## src/rtl/fifo_write_scheduler_if.sv

```systemverilog
// fifo_write_scheduler_if: producer handshakes, memory write port and write-side status of the FIFO write scheduler
//   req_a_*/req_b_*  valid/data from the producers, ready back to them
//   r_ptr_gray_sync  read pointer (Gray) already synchronized into the write clock domain
//   write_*          write port of fifo_memory
//   w_ptr_gray, full, almost_full, fill_level  write-side status
//   modport slave is the scheduler, modport master is the producer/memory side
interface fifo_write_scheduler_if #(
   parameter int NUM_ADDRESS = 8,
   parameter int DATA_LENGTH = 32
);
   localparam int ADDR_WIDTH = $clog2(NUM_ADDRESS);
   logic                   req_a_valid;
   logic [DATA_LENGTH-1:0] req_a_data;
   logic                   req_a_ready;
   logic                   req_b_valid;
   logic [DATA_LENGTH-1:0] req_b_data;
   logic                   req_b_ready;
   logic [ADDR_WIDTH:0]    r_ptr_gray_sync;
   logic                   write_enable;
   logic [ADDR_WIDTH-1:0]  write_address;
   logic [DATA_LENGTH-1:0] write_data_in;
   logic [ADDR_WIDTH:0]    w_ptr_gray;
   logic                   full;
   logic                   almost_full;
   logic [ADDR_WIDTH:0]    fill_level;
   modport master (
      output req_a_valid, req_a_data, req_b_valid, req_b_data, r_ptr_gray_sync,
      input  req_a_ready, req_b_ready, write_enable, write_address, write_data_in,
             w_ptr_gray, full, almost_full, fill_level
   );
   modport slave (
      input  req_a_valid, req_a_data, req_b_valid, req_b_data, r_ptr_gray_sync,
      output req_a_ready, req_b_ready, write_enable, write_address, write_data_in,
             w_ptr_gray, full, almost_full, fill_level
   );
endinterface

```

## src/rtl/fifo_write_scheduler.sv

```systemverilog
// fifo_write_scheduler: arbitrates two producers onto the fifo_memory write port and tracks write pointer and fill flags
//   w_clk    write-domain clock
//   reset_n  asynchronous active-low reset
//   bus      fifo_write_scheduler_if.slave (producer handshakes, write port, status)
//   Define FIFO_WRITE_FIXED_PRIORITY_EN to make A always win ties instead of round-robin.
module fifo_write_scheduler #(
   parameter int NUM_ADDRESS       = 8,
   parameter int DATA_LENGTH       = 32,
   parameter int ALMOST_FULL_LEVEL = 6
) (
   input logic                  w_clk,
   input logic                  reset_n,
   fifo_write_scheduler_if.slave bus
);
   localparam int AW = $clog2(NUM_ADDRESS);
   localparam logic [AW:0] AF_LEVEL = (AW+1)'(ALMOST_FULL_LEVEL);
   logic [AW:0] w_ptr_bin, next_bin, next_gray, r_bin, fill_next;
   logic        grant_a, grant_b, accept, full_next;
`ifdef FIFO_WRITE_FIXED_PRIORITY_EN
   assign grant_a = bus.req_a_valid;
   assign grant_b = bus.req_b_valid & ~bus.req_a_valid;
`else
   logic last_grant;
   // on a tie the requester that did not win last time is granted
   assign grant_a = bus.req_a_valid & (~bus.req_b_valid | last_grant);
   assign grant_b = bus.req_b_valid & (~bus.req_a_valid | ~last_grant);
   always_ff @(posedge w_clk or negedge reset_n)
      if (!reset_n) last_grant <= 1'b1;
      else if (accept) last_grant <= grant_b;
`endif
   // reset_n gating keeps handshakes and writes quiet while reset is held
   assign bus.req_a_ready   = grant_a & ~bus.full & reset_n;
   assign bus.req_b_ready   = grant_b & ~bus.full & reset_n;
   assign accept            = (grant_a & bus.req_a_valid | grant_b & bus.req_b_valid) & ~bus.full & reset_n;
   assign bus.write_enable  = accept;
   assign bus.write_address = w_ptr_bin[AW-1:0];
   assign bus.write_data_in = grant_b ? bus.req_b_data : bus.req_a_data;
   // Gray to binary: each bit is the XOR of all Gray bits at or above it
   for (genvar i = 0; i <= AW; i++) assign r_bin[i] = ^(bus.r_ptr_gray_sync >> i);
   assign next_bin  = w_ptr_bin + {{AW{1'b0}}, accept};
   assign next_gray = next_bin ^ (next_bin >> 1);
   assign fill_next = next_bin - r_bin;
   assign full_next = next_gray == {~bus.r_ptr_gray_sync[AW:AW-1], bus.r_ptr_gray_sync[AW-2:0]};
   always_ff @(posedge w_clk or negedge reset_n)
      if (!reset_n) begin
         w_ptr_bin       <= '0;
         bus.w_ptr_gray  <= '0;
         bus.full        <= 1'b0;
         bus.almost_full <= 1'b0;
         bus.fill_level  <= '0;
      end else begin
         w_ptr_bin       <= next_bin;
         bus.w_ptr_gray  <= next_gray;
         bus.full        <= full_next;
         bus.almost_full <= fill_next >= AF_LEVEL;
         bus.fill_level  <= fill_next;
      end
endmodule

```

## src/flat_wrapper.sv

```systemverilog
// flat-port wrapper written by rule: the top's interface ports become plain ports
module fifo_write_scheduler_flat 
#(
   parameter int NUM_ADDRESS       = 8,
   parameter int DATA_LENGTH       = 32,
   parameter int ALMOST_FULL_LEVEL = 6
)
  (w_clk, reset_n, bus_req_a_valid, bus_req_a_data, bus_req_b_valid, bus_req_b_data, bus_r_ptr_gray_sync, bus_req_a_ready, bus_req_b_ready, bus_write_enable, bus_write_address, bus_write_data_in, bus_w_ptr_gray, bus_full, bus_almost_full, bus_fill_level);
  fifo_write_scheduler_if #(.NUM_ADDRESS(NUM_ADDRESS), .DATA_LENGTH(DATA_LENGTH)) bus_i ();
  input logic w_clk;
  input logic reset_n;
  input wire logic [$bits(bus_i.req_a_valid)-1:0] bus_req_a_valid;
  input wire logic [$bits(bus_i.req_a_data)-1:0] bus_req_a_data;
  input wire logic [$bits(bus_i.req_b_valid)-1:0] bus_req_b_valid;
  input wire logic [$bits(bus_i.req_b_data)-1:0] bus_req_b_data;
  input wire logic [$bits(bus_i.r_ptr_gray_sync)-1:0] bus_r_ptr_gray_sync;
  output wire logic [$bits(bus_i.req_a_ready)-1:0] bus_req_a_ready;
  output wire logic [$bits(bus_i.req_b_ready)-1:0] bus_req_b_ready;
  output wire logic [$bits(bus_i.write_enable)-1:0] bus_write_enable;
  output wire logic [$bits(bus_i.write_address)-1:0] bus_write_address;
  output wire logic [$bits(bus_i.write_data_in)-1:0] bus_write_data_in;
  output wire logic [$bits(bus_i.w_ptr_gray)-1:0] bus_w_ptr_gray;
  output wire logic [$bits(bus_i.full)-1:0] bus_full;
  output wire logic [$bits(bus_i.almost_full)-1:0] bus_almost_full;
  output wire logic [$bits(bus_i.fill_level)-1:0] bus_fill_level;
  assign bus_i.req_a_valid = bus_req_a_valid;
  assign bus_i.req_a_data = bus_req_a_data;
  assign bus_i.req_b_valid = bus_req_b_valid;
  assign bus_i.req_b_data = bus_req_b_data;
  assign bus_i.r_ptr_gray_sync = bus_r_ptr_gray_sync;
  assign bus_req_a_ready = bus_i.req_a_ready;
  assign bus_req_b_ready = bus_i.req_b_ready;
  assign bus_write_enable = bus_i.write_enable;
  assign bus_write_address = bus_i.write_address;
  assign bus_write_data_in = bus_i.write_data_in;
  assign bus_w_ptr_gray = bus_i.w_ptr_gray;
  assign bus_full = bus_i.full;
  assign bus_almost_full = bus_i.almost_full;
  assign bus_fill_level = bus_i.fill_level;
  fifo_write_scheduler #(.NUM_ADDRESS(NUM_ADDRESS), .DATA_LENGTH(DATA_LENGTH), .ALMOST_FULL_LEVEL(ALMOST_FULL_LEVEL)) u_core (.w_clk(w_clk), .reset_n(reset_n), .bus(bus_i));
endmodule
```

## config.mk

```make
export PLATFORM = sky130hd
export DESIGN_NAME = fifo_write_scheduler_flat
export DESIGN_NICKNAME = d
export VERILOG_FILES = /design/src/rtl/fifo_write_scheduler_if.sv /design/src/rtl/fifo_write_scheduler.sv /design/src/flat_wrapper.sv
export SDC_FILE = /design/constraint.sdc
export NUM_CORES = 1
export LEC_CHECK = 0
export BUFFER_PORTS_ARGS = -buffer_cell sky130_fd_sc_hd__buf_4
export CAP_MARGIN = 0
export CORE_MARGIN = 1
export CORE_UTILIZATION = 38
export CTS_BUF_LIST = sky130_fd_sc_hd__clkbuf_8
export DETAILED_ROUTE_END_ITERATION = 6
export GPL_ROUTABILITY_DRIVEN = 0
export HOLD_SLACK_MARGIN = 0.02
export PLACE_DENSITY = 0.95
export SYNTH_ARGS = -nofsm -noshare
export SYNTH_HDL_FRONTEND = slang
export SYNTH_SLANG_ARGS = --single-unit
```

## constraint.sdc

```tcl
create_clock -name w_clk -period 5.4 [get_ports w_clk]
set_clock_uncertainty 0.1 [all_clocks]
set_input_delay 0.27 -clock w_clk [delete_from_list [all_inputs] [get_ports w_clk]]
set_output_delay 0.27 -clock w_clk [all_outputs]
set_load 0.005 [all_outputs]
```

==> metrics.txt <==
RSZ-0062 raised after global routing=false; critical path's largest stage delay=0.53 ns; Final Non-Filler Cells=251; crit-path leading delay family=compound AO/OA/AOI/OAI gates; Worst-path clk slew=0.06 ns; endpoints failing setup=0; initial DRC count=32; Chip Width=56.29 um; setup TNS=0 ns; crit path buf inv count=2; Reg2Reg Depth=9; via count=1188; die area=3168 sq um; Initial Utilization=40.26%; Placed Cells=246; Least-Margin Pin Slew=1.011 ns; grt ovf=0; worst hold path type=in -> reg; syn_nets=176; post-route minimum period=3.121 ns; Seq/Total Area, Yosys=31.40%; most frequent cells in the layout=buf_4 (119), mux2_2 (32), dfrtp_1 (13); Routed wire per std cell=14.31 um; total CTS buffers=3; worst skew pair latency=0.25 ns; slowest cell on the critical path=dlygate4sd3_1; Post-DP HPWL=2.978 mm; R2R setup slack=2.73 ns; Fmax achieved=320.5 MHz; Max IR drop VDD=0.3738 mV; Setup CP Type=in -> reg; CTS tree=done; maximum number of pins on one net before global-route repair=34; vias per cell=4.733; outcome=completed; num rows=19; DRC=0; Fillers=207; Pre-antenna DRT Iters=4; cell repeated most along the worst path=ha_1; I/O pins=120; Arr. time, crit path=3.16 ns; Syn Area/Cell=11.31 sq um; n_diodes=0; Synth Register Bits=14; Antenna Violating Nets Remaining=0; GRT Total Usage=22.00%; WHS Path Cells=2; Final Max Slew Viols=0; WHS Endpoint=u_core.last_grant; Total Wirelength=3.592 mm; synth unique cells=26; RR Endpoint=u_core.bus.almost_full; Final Hold Vio Count=0; cells after synthesis=99; root cell of the clock tree=clkbuf_8; synthesis-to-finish area growth=88.38%; Hold Startpoint=bus_req_a_valid; Rel. slew slack=32.41%; worst r2r src=u_core.bus.full; Crit. End Element=flip-flop; PwrDens=390.8 nW/um^2; initial antenna violation count=0; layout cells sized above 1=72.73%; P_leak=1.091 nW; Port Buffers=119; period utilization=57.79%; vias in the first global route=1148; post-CTS sizing=0; Chip Height=56.29 um; Mapped Area=1120 sq um; commonest non-fill, non-tap cell in the layout=buf_4; Critical Path Fanout Max=15; Critical Path RT=5.44 ns; H-tree levels=1; core box area=2781 sq um; Final Net Count=298; synth warn=0; max_cap viols=0; CTS Sinks=14; Max clock buf depth=2; critical-path cell list=dlygate4sd3_1 -> buf_4 -> nor2b_1 -> o21a_1 -> ha_1 -> ha_1 -> ha_1 -> nor2b_1 -> o31a_1 -> o21a_1 -> a211o_1; Startpoint Class=input pin; global-route wire length before repair=5.444 mm
[through the flow]
stage	utilization, %	hold WS [ns]	setup slack (ns)	instance area, sq um	total power [mW]
3_5_place_dp	73.50	0.03109	2.562	2044	0.7239
3_3_place_gp	73.50	0.02324	2.664	2044	0.7076
6_report	75.84	0.1153	2.279	2110	0.8245
2_1_floorplan	-	-0.1256	2.874	1120	0.4916
4_1_cts	75.84	0.1182	2.276	2110	0.8305
5_1_grt	75.84	0.1348	2.110	2110	0.8828
[what timing repair did]
action,4_1_cts,5_1_grt
endpoints found under the hold margin,14,0
hold buffers,1,0
setup buffers,0,0
[synthesized netlist by cell type]
cell | instances | area share [%]
nand2_1 | 1 | 0.33
dfrtp_1 | 13 | 29
a21boi_2 | 1 | 1.0
inv_1 | 8 | 2.7
dfstp_2 | 1 | 2.3
xnor2_2 | 2 | 2.9
nor2b_1 | 2 | 1.1
nor3_1 | 2 | 0.89
nand3_1 | 1 | 0.45
a21oi_1 | 2 | 0.89
o31a_1 | 1 | 0.78
and2_1 | 2 | 1.1
o221a_2 | 1 | 1.0
xnor2_1 | 9 | 7.0
fa_1 | 1 | 1.8
a21boi_0 | 1 | 0.67
or2_1 | 1 | 0.56
buf_2 | 3 | 1.3
a31oi_1 | 1 | 0.56
mux2_2 | 32 | 32
a211o_1 | 1 | 0.78
and3_1 | 1 | 0.56
o21a_1 | 3 | 2.0
nor2_1 | 1 | 0.33
xor2_1 | 4 | 3.1
ha_1 | 4 | 4.5
[worst register-to-register path, cell delays in order, from the launching register on]
cell and delay (ns):
dfrtp_1 0.37, nor2b_1 0.25, o21a_1 0.20, ha_1 0.19, ha_1 0.33, ha_1 0.33, nor2b_1 0.15, o31a_1 0.25
o21a_1 0.18, a211o_1 0.22
[kinds of logic (layout without fill, tap and decap cells)]
logic type | count (synthesis) | in the layout | synth area share [%]
AO/OA/AOI/OAI | 11 | 11 | 7.710
XOR/XNOR | 15 | 15 | 13.07
adder cells (fa/ha/maj) | 5 | 5 | 6.257
buffers and inverters | 11 | 132 | 4.022
flip-flops | 14 | 14 | 31.40
multiplexers | 32 | 32 | 32.18
AND/OR/NAND/NOR | 11 | 11 | 5.362
[layer usage]
layer | share of wire, % | global-route usage [%] | wire [um]
met5 | 0 | 0 | 0
met4 | 1.1 | 6.272 | 38
met2 | 54 | 42.01 | 1931
met1 | 38 | 25.00 | 1357
met3 | 7.4 | 3.456 | 266
[state kept, by name, summed over array words and instances (netlist names)]
| name | count |
|---|---|
| u_core.bus.almost_full | 1 |
| u_core.bus.fill_level | 4 |
| u_core.bus.full | 1 |
| u_core.bus.w_ptr_gray | 4 |
| u_core.last_grant | 1 |
| u_core.w_ptr_bin | 3 |
[how the worst max path moves through the flow]
stage / cells past startpoint / slack, ns / to / start
final: 11 / 2.28 / u_core.bus.almost_full / reset_n
after global routing: 11 / 2.11 / u_core.bus.almost_full / reset_n
after CTS: 11 / 2.28 / u_core.bus.almost_full / reset_n
after detailed placement: 10 / 2.56 / u_core.bus.almost_full / reset_n
after global placement: 10 / 2.66 / u_core.bus.almost_full / reset_n
after floorplan: 9 / 2.87 / u_core.bus.almost_full / u_core.bus.full
[where the power goes]
| part | total [mW] | internal (mW) | switching [mW] | leakage, nW |
|---|---|---|---|---|
| Combinational | 0.522 | 0.298 | 0.223 | 0.897 |
| Sequential | 0.200 | 0.167 | 0.0333 | 0.165 |
| Clock | 0.103 | 0.0647 | 0.0381 | 0.0288 |
[final cells by class]
cell class              instances  area, sq um  share of cell area, %
repair buffers                120        903.4                  42.82
multi-input cells              74        730.7                  34.64
flip-flops and latches         14        351.6                  16.67
clock buffers                   4        55.05                  2.610
well taps                      31        38.79                  1.839
inverters                       8        30.03                  1.423
Note: power is estimated with default switching activity, not from simulation.
